## src/rtl/btn_pkg.sv

```systemverilog
`default_nettype none
// ============================================================================
// Module   : btn_pkg
// Purpose  : Shared direction codes, FSM state type and a popcount helper
//            for the button conditioning front end.
// Revision : 1.0 - initial release
// ============================================================================
package btn_pkg;

  // One-hot direction codes; bit order matches {U, D, R, L}
  localparam logic [3:0] BTN_U    = 4'd8;
  localparam logic [3:0] BTN_D    = 4'd4;
  localparam logic [3:0] BTN_R    = 4'd2;
  localparam logic [3:0] BTN_L    = 4'd1;
  localparam logic [3:0] BTN_NONE = 4'd0;

  typedef enum logic [2:0] {
    IDLE         = 3'd0,
    ARM          = 3'd1,
    PULSE        = 3'd2,
    HOLD         = 3'd3,
    WAIT_RELEASE = 3'd4
  } btnState_t;

  // Number of buttons currently high
  function automatic logic [2:0] countHigh(input logic [3:0] levels);
    countHigh = {2'b00, levels[0]} + {2'b00, levels[1]}
              + {2'b00, levels[2]} + {2'b00, levels[3]};
  endfunction

endpackage
`default_nettype wire

```

## src/rtl/btn_debounce.sv

```systemverilog
`default_nettype none
// ============================================================================
// Module   : btn_debounce
// Purpose  : Two-flop synchroniser followed by a debounce counter for one
//            raw button. The debounced level toggles only after the
//            synchronised sample has disagreed with it for DEBOUNCE_CYCLES
//            consecutive cycles.
// Revision : 1.0 - initial release
// ============================================================================
module btn_debounce
  import btn_pkg::*;
#(
  parameter int DEBOUNCE_CYCLES = 1_000_000
) (
  input  logic clk,
  input  logic rst,
  input  logic btnRaw,
  output logic btnLevel
);

  localparam int                c_cntW    = $clog2(DEBOUNCE_CYCLES + 1);
  localparam logic [c_cntW-1:0] c_cntLast = c_cntW'(DEBOUNCE_CYCLES - 1);

  logic              r_sync1;
  logic              r_sync2;
  logic              r_level;
  logic [c_cntW-1:0] r_cnt;

  // Synchronise the raw input, then count consecutive disagreeing samples
  always_ff @(posedge clk) begin
    if (!rst) begin
      r_sync1 <= 1'b0;
      r_sync2 <= 1'b0;
      r_level <= 1'b0;
      r_cnt   <= '0;
    end else begin
      r_sync1 <= btnRaw;
      r_sync2 <= r_sync1;
      if (r_sync2 == r_level) begin
        r_cnt <= '0;
      end else if (r_cnt >= c_cntLast) begin
        // Last disagreeing sample of the window: accept the new level
        r_level <= ~r_level;
        r_cnt   <= '0;
      end else begin
        r_cnt <= r_cnt + 1'b1;
      end
    end
  end

  assign btnLevel = r_level;

endmodule
`default_nettype wire

```

## src/rtl/btn_conditioner.sv

```systemverilog
`default_nettype none
// ============================================================================
// Module   : btn_conditioner
// Purpose  : Debounces the four board buttons and turns a single clean press
//            into a direction code (btns) plus a registered movement strobe
//            (btnClk). btns is stable whenever btnClk is high and on the
//            cycle before each rise.
// Options  : BTN_AUTOREPEAT_EN - compiles in the hold-to-repeat timer; when
//            undefined each accepted press yields exactly one strobe.
// Revision : 1.0 - initial release
// ============================================================================
module btn_conditioner
  import btn_pkg::*;
#(
  parameter int DEBOUNCE_CYCLES = 1_000_000,
  parameter int PULSE_CYCLES    = 4,
  parameter int REPEAT_DELAY    = 40_000_000,
  parameter int REPEAT_RATE     = 10_000_000
) (
  input  logic       clk,
  input  logic       rst,
  input  logic       btnU,
  input  logic       btnD,
  input  logic       btnR,
  input  logic       btnL,
  output logic [3:0] btns,
  output logic       btnClk,
  output logic       btnHeld
);

  generate
    if (!(PULSE_CYCLES >= 1 && DEBOUNCE_CYCLES >= 1 &&
          PULSE_CYCLES < REPEAT_RATE && REPEAT_RATE <= REPEAT_DELAY)) begin : g_paramCheck
      $error("btn_conditioner: need PULSE_CYCLES < REPEAT_RATE <= REPEAT_DELAY");
    end
  endgenerate

  localparam int                 c_pulseW    = $clog2(PULSE_CYCLES + 1);
  localparam logic [c_pulseW-1:0] c_pulseLast = c_pulseW'(PULSE_CYCLES - 1);

  // Raw and debounced levels packed as {U, D, R, L} so a lone high bit
  // is directly the direction code.
  logic [3:0] w_raw;
  logic [3:0] w_level;

  assign w_raw = {btnU, btnD, btnR, btnL};

  generate
    for (genvar i = 0; i < 4; i++) begin : g_debounce
      btn_debounce #(
        .DEBOUNCE_CYCLES(DEBOUNCE_CYCLES)
      ) u_debounce (
        .clk     (clk),
        .rst     (rst),
        .btnRaw  (w_raw[i]),
        .btnLevel(w_level[i])
      );
    end
  endgenerate

  btnState_t           r_state;
  btnState_t           w_stateNext;
  logic [3:0]          r_btns;
  logic [3:0]          w_btnsNext;
  logic                r_btnClk;
  logic                r_btnHeld;
  logic [c_pulseW-1:0] r_pulseCnt;
  logic [2:0]          w_numHigh;
  logic                w_repExpired;

  assign w_numHigh = countHigh(w_level);

`ifdef BTN_AUTOREPEAT_EN
  localparam int               c_repW     = $clog2(REPEAT_DELAY + 1);
  localparam logic [c_repW-1:0] c_repDelay = c_repW'(REPEAT_DELAY);
  localparam logic [c_repW-1:0] c_repRate  = c_repW'(REPEAT_RATE);

  // r_repCnt holds the number of edges since the last strobe rise, so the
  // comparison at edge rise+N sees exactly N.
  logic [c_repW-1:0] r_repCnt;
  logic              r_repFirst;

  assign w_repExpired = r_repFirst ? (r_repCnt >= c_repDelay)
                                   : (r_repCnt >= c_repRate);

  // Rise-to-rise repeat timer, restarted on every strobe rise
  always_ff @(posedge clk) begin
    if (!rst) begin
      r_repCnt   <= '0;
      r_repFirst <= 1'b0;
    end else if (w_stateNext == PULSE && r_state != PULSE) begin
      r_repCnt   <= c_repW'(1);
      r_repFirst <= (r_state == ARM);
    end else if (w_stateNext == PULSE || w_stateNext == HOLD) begin
      if (r_repCnt < c_repDelay) begin
        r_repCnt <= r_repCnt + 1'b1;
      end
    end else begin
      r_repCnt   <= '0;
      r_repFirst <= 1'b0;
    end
  end
`else
  assign w_repExpired = 1'b0;
`endif

  // Next-state and next direction code
  always_comb begin
    w_stateNext = r_state;
    w_btnsNext  = r_btns;
    case (r_state)
      IDLE: begin
        w_btnsNext = BTN_NONE;
        if (w_numHigh >= 3'd2) begin
          w_stateNext = WAIT_RELEASE;
        end else if (w_numHigh == 3'd1) begin
          w_stateNext = ARM;
          w_btnsNext  = w_level;
        end
      end
      ARM: begin
        w_stateNext = PULSE;
      end
      PULSE: begin
        // Release or extra presses are deliberately ignored until HOLD
        if (r_pulseCnt >= c_pulseLast) begin
          w_stateNext = HOLD;
        end
      end
      HOLD: begin
        if (w_level == BTN_NONE) begin
          w_stateNext = IDLE;
          w_btnsNext  = BTN_NONE;
        end else if ((w_level & ~r_btns) != BTN_NONE) begin
          w_stateNext = WAIT_RELEASE;
          w_btnsNext  = BTN_NONE;
        end else if (w_repExpired) begin
          w_stateNext = PULSE;
        end
      end
      WAIT_RELEASE: begin
        w_btnsNext = BTN_NONE;
        if (w_level == BTN_NONE) begin
          w_stateNext = IDLE;
        end
      end
      default: begin
        w_stateNext = IDLE;
        w_btnsNext  = BTN_NONE;
      end
    endcase
  end

  // State register with registered (glitch-free) outputs
  always_ff @(posedge clk) begin
    if (!rst) begin
      r_state   <= IDLE;
      r_btns    <= BTN_NONE;
      r_btnClk  <= 1'b0;
      r_btnHeld <= 1'b0;
    end else begin
      r_state   <= w_stateNext;
      r_btns    <= w_btnsNext;
      r_btnClk  <= (w_stateNext == PULSE);
      r_btnHeld <= (w_stateNext == ARM) || (w_stateNext == PULSE) ||
                   (w_stateNext == HOLD);
    end
  end

  // Strobe high-time counter, cleared whenever the strobe is not running
  always_ff @(posedge clk) begin
    if (!rst) begin
      r_pulseCnt <= '0;
    end else if (r_state == PULSE && w_stateNext == PULSE) begin
      if (r_pulseCnt < c_pulseLast) begin
        r_pulseCnt <= r_pulseCnt + 1'b1;
      end
    end else begin
      r_pulseCnt <= '0;
    end
  end

  assign btns    = r_btns;
  assign btnClk  = r_btnClk;
  assign btnHeld = r_btnHeld;

endmodule
`default_nettype wire

```

## config.mk

```make
export PLATFORM = sky130hd
export DESIGN_NAME = btn_conditioner
export DESIGN_NICKNAME = d
export VERILOG_FILES = /design/src/rtl/btn_pkg.sv /design/src/rtl/btn_debounce.sv /design/src/rtl/btn_conditioner.sv
export SDC_FILE = /design/constraint.sdc
export NUM_CORES = 1
export LEC_CHECK = 0
export BUFFER_PORTS_ARGS = -buffer_cell sky130_fd_sc_hd__buf_4
export CAP_MARGIN = 20
export CELL_PAD_IN_SITES_DETAIL_PLACEMENT = 1
export CELL_PAD_IN_SITES_GLOBAL_PLACEMENT = 2
export CORE_AREA = 8 8 135 99
export CTS_CLUSTER_DIAMETER = 100
export DETAILED_ROUTE_END_ITERATION = 10
export DIE_AREA = 0 0 143 107
export PLACE_DENSITY_LB_ADDON = 0.1
export SLEW_MARGIN = 20
export SYNTH_ARGS = -nofsm -noshare
export SYNTH_HDL_FRONTEND = slang
export SYNTH_SLANG_ARGS = --single-unit
```

## constraint.sdc

```tcl
create_clock -name clk -period 4.73 [get_ports clk]
set_input_delay 0.473 -clock clk [delete_from_list [all_inputs] [get_ports clk]]
set_output_delay 0.473 -clock clk [all_outputs]
set_load 0.05 [all_outputs]
```

==> results.json, run 1 <==
{
  "status": "finished clean",
  "start_util": 0.407,
  "power_frac_seq": 0.531,
  "max_freq_mhz": 361,
  "setup_tns_ns": 0,
  "timing.hold.ws_ns": 0.335,
  "hold_viol": 0,
  "irDropWorstVdd_mv": 0.184,
  "arrival_ns": 3.05,
  "cts_hold_buf": 0,
  "rows": 33,
  "p_leak_nw": 1.72,
  "diodes": 0,
  "slew_headroom": 0.459,
  "io_pins": 12,
  "power_density_nw_per_um2": 323,
  "min_period_ns": 2.77,
  "die_w_microns": 143,
  "drc": 0,
  "p_int_mw": 1.32,
  "syn_inst": 518,
  "grt_max_degree": 32,
  "nFillCells": 1320,
  "postCtsSetupBuffers": 0,
  "pwr-share-clk": 0.458,
  "syn_nets": 535,
  "cts_buffer_depth": 2,
  "layout-drive-gt1-share": 0.0841,
  "cap_viol_max_count": 0,
  "synthesis.area_sq_um": 4620,
  "ant_nets": 0,
  "startpoint_type": "flip-flop",
  "grt_pass1_vias": 3577,
  "grt_antenna_before_repair": 0,
  "cts_resized": 0,
  "layout_commonest_cell": "dfxtp_1",
  "grt_first_pass_wirelength_microns": 16800,
  "place_congestion": 0.770,
  "worst_slew_pin_slew_ns": 0.804,
  "cts_buffers": 9,
  "synth_edf_count": 0,
  "yosys_warnings": 0,
  "cp.required_ns": 5.01,
  "p_sw_frac": 0.202,
  "avgSynthCellArea_sq_um": 8.91,
  "setup_slack_ns": 1.96,
  "end_kind": "flip-flop",
  "io_buffer_count": 11,
  "ys.flop_type": "dfxtp_1",
  "slew_violations": 0,
  "routedWlPerCell_microns": 13.7,
  "period_share": 0.586,
  "cp_max_fo": 6,
  "dp_hpwl_microns": 6660,
  "core_sq_um": 11400,
  "die_area_sq_um": 15300,
  "grt_overflow_total": 0,
  "track_usage": 0.134,
  "layout_common_cells": "104 x dfxtp_1, 88 x nor2_1, 38 x xor2_1",
  "finalClockSkew_ns": 0.00604,
  "setup_viol": 0,
  "pre_cts_ws_ns": 1.95,
  "yosysSeqAreaShare": 0.451,
  "rsz0062_at_grt": "false",
  "async_flop_share": 0,
  "critPathKind": "reg2reg",
  "area_growth_syn_to_layout_pct": 11.4,
  "power.switching_mw": 0.336,
  "die_h_microns": 107,
  "clock_latency_ns": 0.35,
  "drt_iter0_drc": 128,
  "cts.sinks": 104,
  "wirelength_microns": 9510,
  "vias_per_cell": 5.03,
  "dr_total_vias": 3483,
  "hold_class": "in2reg",
  "clk_pin_slew_ns": 0.07,
  "nNetsFinal": 547,
  "htreeDepth": 3,
  "root_buffer": "clkbuf_16",
  "ys_seq_elements": 104,
  "pwr-share-comb": 0.011,
  "cts_tree": "done",
  "drt_pre_antenna_iters": 4,
  "yosysUniqueCellTypes": 52
}
## per-layer routing
| layer | global-route usage | vias to the layer above | part of all wire |
|---|---|---|---|
| met5 | 0 | - | 0 |
| met4 | 0.0431 | 0 | 0.013 |
| met3 | 0.0386 | 12 | 0.026 |
| met2 | 0.212 | 19 | 0.45 |
| met1 | 0.172 | 1669 | 0.51 |
| li1 | - | 1783 | - |
## synth_stat cells, types with 8 or more instances
cell | count | area share
inv_1 | 19 | 0.015
and2_1 | 10 | 0.014
and3_1 | 13 | 0.018
nor3_1 | 8 | 0.0087
xnor2_1 | 32 | 0.061
and4_1 | 8 | 0.015
nand4_1 | 15 | 0.020
nor2_2 | 11 | 0.015
xor2_1 | 38 | 0.072
nand2_1 | 35 | 0.028
dfxtp_1 | 104 | 0.45
nand3_1 | 33 | 0.036
ha_1 | 10 | 0.027
nor2_1 | 88 | 0.072
## power by group through the flow
| stage | clock, mW | sequential, mW | combinational [mW] |
|---|---|---|---|
| after floorplan | 0 | 0.901 | 0.0142 |
| after global placement | 0 | 0.902 | 0.0196 |
| after detailed placement | 0 | 0.902 | 0.0197 |
| after CTS | 0.788 | 0.881 | 0.0197 |
| after global routing | 0.819 | 0.882 | 0.0219 |
| final | 0.760 | 0.882 | 0.0190 |
## kinds of logic (layout without fill, tap and decap cells)
group                    after synthesis  after routing  synth area share
adder cells (fa/ha/maj)               11             11            0.0314
multiplexers                           3              3           0.00678
AND/OR/NAND/NOR                      255            255             0.278
AO/OA/AOI/OAI                         45             45            0.0710
XOR/XNOR                              70             70             0.133
flip-flops                           104            104             0.451
buffers and inverters                 30             47            0.0287
## worst max-delay path, stage by stage (launching register included)
cell     delay (ns)
dfxtp_1        0.41
inv_1          0.10
fa_1           0.55
inv_1          0.04
ha_1           0.20
inv_1          0.06
ha_1           0.23
or4bb_1        0.50
nor2_1         0.35
a22oi_1        0.13
nor2b_1        0.14
## registers in the layout (all words and copies together) (netlist names)
| signal | count |
|---|---|
| btnHeld | 1 |
| g_debounce.u_debounce.r_cnt | 80 |
| btnClk | 1 |
| g_debounce.u_debounce.r_sync2 | 4 |
| g_debounce.u_debounce.btnLevel | 4 |
| r_pulseCnt | 3 |
| btns | 4 |
| g_debounce.u_debounce.r_sync1 | 4 |
| r_state | 3 |
## area by class of cell
class                      count  area (sq um)  share of cell area
sequential                   104          2080               0.405
multi-input combinational    384          2400               0.467
clock inverter                 3          40.0             0.00779
inverter                      19          71.3              0.0139
tap                          157           196              0.0382
timing repair buffer          12          90.1              0.0175
clock buffer                  13           260              0.0506
## final timing paths
kind / startpoint / to / slack (ns) / depth (start not counted)
setup / recovery: g_debounce[0].u_debounce.btnLevel / btns[2] / 1.96 / 10
hold / removal: btnL / g_debounce[0].u_debounce.r_sync1 / 0.34 / 2
setup reg to reg: g_debounce[0].u_debounce.btnLevel / btns[2] / 1.96 / 10
hold reg to reg: g_debounce[0].u_debounce.r_sync1 / g_debounce[0].u_debounce.r_sync2 / 0.43 / 1
## through the flow
step	cell area (sq um)	instances	util	total power, mW
floorplan	4620	518	-	0.915
global placement	4840	676	0.426	0.921
detailed placement	4840	676	0.426	0.921
CTS	5140	692	0.453	1.69
global route	5140	692	0.453	1.72
finish	5140	692	0.453	1.66
Power figures use the tool's default switching activity.
==> run 2: changes to the inputs <==
- ABC_AREA: not set -> 1
- CORE_AREA: 8 8 135 99 -> 8 8 166 121
- DIE_AREA: 0 0 143 107 -> 0 0 174 129
- clock period: 4.73 -> 2.4 ns (I/O delays scaled with it)
==> results.json, run 2 <==
{
  "placed_area_sq_um": 5780,
  "io_buffer_count": 11,
  "synth_edf_count": 0,
  "p_leak_nw": 2.37,
  "top_register": "g_debounce.u_debounce.r_cnt",
  "irDropWorstVdd_mv": 0.273,
  "ant_nets": 0,
  "grt_pass1_vias": 4732,
  "cp_max_fo": 4,
  "startpoint_type": "flip-flop",
  "grt_antenna_before_repair": 0,
  "setup_tns_ns": 0,
  "diodes": 0,
  "largest_reg_flops": 80,
  "die_h_microns": 129,
  "drt_iter0_drc": 176,
  "rows": 41,
  "yosysTopAreaCell": "dfxtp_1",
  "syn_nets": 822,
  "pre_cts_ws_ns": 0.0875,
  "cts_hold_buf": 0,
  "start_util": 0.311,
  "layout-drive-gt1-share": 0.0855,
  "dr_total_vias": 4677,
  "htreeDepth": 3,
  "min_period_ns": 2.21,
  "yosysSeqAreaShare": 0.382,
  "drc": 0,
  "status": "finished clean",
  "hold_viol": 0,
  "layout_common_cells": "199 x nor2_1, 187 x nand2_1, 109 x inv_1",
  "nFillCells": 2272,
  "die_w_microns": 174,
  "place_congestion": 0.787,
  "synth_most_common_cell": "nor2_1",
  "critPathKind": "reg2reg",
  "total_power_mw": 3.42,
  "cts_tree": "done",
  "yosysUniqueCellTypes": 29,
  "track_usage": 0.125,
  "async_flop_share": 0,
  "cts.sinks": 104,
  "ys_seq_elements": 104,
  "grt_first_pass_wirelength_microns": 22900,
  "root_buffer": "clkbuf_16",
  "synth_top_cells_by_area": "dfxtp_1 38%, nor2_1 14%, nand2_1 13%",
  "grt_overflow_total": 0,
  "slew_violations": 0,
  "setup_viol": 0,
  "setup_slack_ns": 0.190,
  "rsz0062_at_grt": "false",
  "clk_pin_slew_ns": 0.07,
  "slew_headroom": 0.707,
  "arrival_ns": 2.45,
  "worst_slew_pin_slew_ns": 0.439,
  "dp_hpwl_microns": 10200,
  "cts_buffer_depth": 2,
  "avgSynthCellArea_sq_um": 6.77,
  "nNetsFinal": 842,
  "cts_buffers": 9,
  "syn_inst": 805,
  "cp.required_ns": 2.64,
  "period_share": 0.921,
  "routedWlPerCell_microns": 12.5,
  "area_growth_syn_to_layout_pct": 13.1,
  "die_area_sq_um": 22400,
  "end_kind": "flip-flop",
  "layout_commonest_cell": "nor2_1",
  "hold_class": "in2reg",
  "netlist.area_leader.share": 0.382,
  "seq_area_sq_um": 2090,
  "max_freq_mhz": 452,
  "clock_latency_ns": 0.36,
  "finish.instance_area_sq_um": 6160,
  "synth_common_cells": "200 x nor2_1, 187 x nand2_1, 113 x inv_1",
  "io_pins": 12,
  "yosys_warnings": 0,
  "finalClockSkew_ns": 0.00643,
  "wirelength_microns": 13300,
  "vias_per_cell": 4.39,
  "core_sq_um": 17500,
  "timing.hold.ws_ns": 0.0590,
  "power_density_nw_per_um2": 555,
  "multi_input_area_sq_um": 2880,
  "ys.flop_type": "dfxtp_1",
  "synthesis.area_sq_um": 5450,
  "grt_max_degree": 21,
  "drt_pre_antenna_iters": 4,
  "cap_viol_max_count": 0
}
run 2: where the power goes:
part           switching [mW]  leakage [nW]  internal, mW  total (mW)
combinational          0.0256          1.36        0.0124      0.0380
clock                   0.718         0.162         0.928        1.65
sequential            0.00587         0.841          1.73        1.74
run 2: cell families (layout without fill, tap and decap cells):
| kind of cell | count (synthesis) | after routing | synth area share |
|---|---|---|---|
| compound gates | 21 | 21 | 0.0216 |
| flops | 104 | 104 | 0.382 |
| simple gates | 482 | 482 | 0.374 |
| xor+xnor | 62 | 62 | 0.0996 |
| fa+ha+maj | 11 | 11 | 0.0266 |
| mux | 1 | 1 | 0.00184 |
| buf+inv | 124 | 149 | 0.0946 |
run 2: worst max-delay path, cell delays in order, from the launching register on:
cell and delay, ns:
dfxtp_2 0.35, inv_2 0.05, fa_1 0.54, inv_1 0.05, ha_2 0.17, inv_2 0.06
ha_4 0.19, inv_2 0.05, nand2_1 0.05, nor3_2 0.16, nand2_1 0.10, nand2_1 0.10
nor2_2 0.06, nand3_1 0.12, nor2_1 0.05
run 2: layout make-up:
class,count,share of cell area
Clock buffer,9,0.0365
Multi-Input combinational cell,577,0.467
Timing Repair Buffer,20,0.0250
Tap cell,236,0.0479
Inverter,113,0.0688
Sequential cell,104,0.338
Clock inverter,7,0.0166
run 2: stage by stage:
step,std cells,utilization
after global placement,1047,0.330
after floorplan,805,-
after CTS,1063,0.348
after detailed placement,1047,0.330
after global routing,1066,0.351
final,1066,0.351
run 2: per-layer routing:
metal | vias to the layer above | global-route usage | routed length [microns]
met3 | 9 | 0.0296 | 257
met2 | 20 | 0.187 | 5400
met4 | 0 | 0.0316 | 112
met5 | - | 0 | 0
li1 | 2489 | - | -
met1 | 2159 | 0.176 | 7520
run 2: path summary, 6_finish.rpt:
path                                      from                                to  slack [ns]  cells past startpoint
max          g_debounce[3].u_debounce.btnLevel                     r_pulseCnt[0]        0.19                     14
min                                       btnL  g_debounce[0].u_debounce.r_sync1        0.06                      3
max reg2reg  g_debounce[3].u_debounce.btnLevel                     r_pulseCnt[0]        0.19                     14
min reg2reg   g_debounce[2].u_debounce.r_sync1  g_debounce[2].u_debounce.r_sync2        0.43                      2
run 2: repair_timing:
action | in CTS | in global routing
buffers inserted | 0 | 3
endpoints found under the setup margin | 0 | 10
resized for setup | 0 | 12
==> run 3: changes to the inputs <==
- REMOVE_ABC_BUFFERS: not set -> 1
==> results.json, run 3 (synthesized netlist as in run 2, its figures left out) <==
{
  "period_share": 0.939,
  "reg2reg_from": "g_debounce[1].u_debounce.btnLevel",
  "path_common_cell": "inv_1",
  "layout_commonest_cell": "nor2_1",
  "slew_violations": 0,
  "critical_path.startpoint": "g_debounce[1].u_debounce.btnLevel",
  "max_stage_delay_ns": 0.44,
  "power_density_nw_per_um2": 529,
  "drc": 0,
  "layout-drive-gt1-share": 0.0774,
  "startpoint_type": "flip-flop",
  "grt_overflow_total": 0,
  "irDropWorstVdd_mv": 0.257,
  "place_congestion": 0.765,
  "critPathKind": "reg2reg",
  "crit_path_end": "btns[1]",
  "finalClockSkew_ns": 0.00953,
  "die_h_microns": 129,
  "dr_total_vias": 4693,
  "clk_pin_slew_ns": 0.08,
  "root_buffer": "clkbuf_16",
  "cts_buffer_depth": 2,
  "max_freq_mhz": 444,
  "cts_tree": "done",
  "area_growth_syn_to_layout_pct": 11.5,
  "r2r_cells": 14,
  "top_register": "g_debounce.u_debounce.r_cnt",
  "seq_area_sq_um": 2080,
  "routedWlPerCell_microns": 12.4,
  "drt_pre_antenna_iters": 4,
  "grt_pass1_vias": 4867,
  "diodes": 0,
  "r2r-end": "btns[1]",
  "wirelength_microns": 13200,
  "drt_iter0_drc": 155,
  "die_w_microns": 174,
  "htreeDepth": 3,
  "cts_buffers": 9,
  "multi_input_area_sq_um": 2870,
  "hold_class": "in2reg",
  "path_cells": "inv_1 > fa_1 > inv_1 > ha_2 > inv_1 > ha_1 > inv_2 > nand2_1 > nor3_2 > nand2_1 > buf_4 > nor2_1 > a21oi_1 > nor2_1",
  "cap_viol_max_count": 0,
  "nFillCells": 2259,
  "cp_num_buf_inv": 5,
  "dp_hpwl_microns": 10200,
  "cts.sinks": 104,
  "die_area_sq_um": 22400,
  "grt_antenna_before_repair": 0,
  "ant_nets": 0,
  "grt_first_pass_wirelength_microns": 23500,
  "placedCellCount": 1047,
  "core_sq_um": 17500,
  "rows": 41,
  "cts_hold_buf": 0,
  "fin_cells": 1063,
  "cpLargestDelayFamily": "adder cells",
  "p_leak_nw": 2.32,
  "min_period_ns": 2.25,
  "track_usage": 0.127,
  "layout_common_cells": "199 x nor2_1, 187 x nand2_1, 111 x inv_1",
  "cp.required_ns": 2.69,
  "crit_slowest_cell": "fa_1",
  "worst_slew_pin_slew_ns": 0.449,
  "largest_reg_flops": 80,
  "end_kind": "flip-flop",
  "nNetsFinal": 839,
  "setup_tns_ns": 0,
  "start_util": 0.311,
  "crit_cells": 14,
  "cp_max_fo": 4,
  "setup_viol": 0,
  "grt_max_degree": 21,
  "status": "finished clean",
  "rrSetupSlack_ns": 0.15,
  "slew_headroom": 0.699,
  "hold_viol": 0,
  "clock_latency_ns": 0.36,
  "vias_per_cell": 4.41,
  "arrival_ns": 2.55,
  "io_buffer_count": 11,
  "io_pins": 12
}
## run 3: cell count changes in the layout (fill, tap and decap cells not counted), sizes merged
cell,before,now
clkinvlp,0,2
buf,20,17
bufinv,2,0
## run 3: worst min-delay path by stage
stage / from / to / slack, ns / cells past startpoint
final: btnL / g_debounce[0].u_debounce.r_sync1 / 0.06 / 3
after global routing: btnR / g_debounce[1].u_debounce.r_sync1 / 0.06 / 3
after floorplan: rst / g_debounce[0].u_debounce.r_sync1 / 0.33 / 2
after CTS: btnL / g_debounce[0].u_debounce.r_sync1 / 0.04 / 3
after global placement: g_debounce[3].u_debounce.r_sync1 / g_debounce[3].u_debounce.r_sync2 / 0.40 / 2
after detailed placement: g_debounce[0].u_debounce.r_sync1 / g_debounce[0].u_debounce.r_sync2 / 0.41 / 2
## run 3: through the flow
stage           util  setup slack [ns]  cell area (sq um)  total power, mW  hold WS, ns
2_1_floorplan      -             0.226               5360             1.80        0.333
3_3_place_gp   0.330             0.195               5780             1.82        0.399
3_5_place_dp   0.330            0.0653               5780             1.82        0.407
4_1_cts        0.346            0.0453               6060             3.29       0.0417
5_1_grt        0.347          -0.00805               6080             3.37       0.0633
6_report       0.347             0.147               6080             3.22       0.0618
## run 3: timing repair
item | CTS | global route
gates resized for setup | 0 | 8
setup endpoints to repair | 0 | 9
setup buffers | 0 | 0
## run 3: final cells by class
cell class / instances / area share
well taps: 236 / 0.0486
flip-flops and latches: 104 / 0.343
inverters: 113 / 0.0698
repair buffers: 17 / 0.0210
clock inverters: 7 / 0.00905
multi-input cells: 577 / 0.472
clock buffers: 9 / 0.0370
## run 3: routing by layer
layer | vias up | track usage | wire length (microns)
met5 | - | 0 | 0
met1 | 2194 | 0.163 | 6820
met2 | 15 | 0.214 | 5980
li1 | 2471 | - | -
met3 | 13 | 0.0275 | 242
met4 | 0 | 0.0361 | 164
## run 3: power by group
group / switching [mW] / total [mW] / leakage [nW] / internal [mW]
registers: 0.00578 / 1.74 / 0.840 / 1.73
clock network: 0.726 / 1.44 / 0.132 / 0.714
logic: 0.0257 / 0.0381 / 1.34 / 0.0124
total: 0.758 / 3.22 / 2.32 / 2.46
## run 3: worst min-delay path, cell delays in order
cell and delay [ns]:
buf_4 0.07, nand2_1 0.04, inv_1 0.04
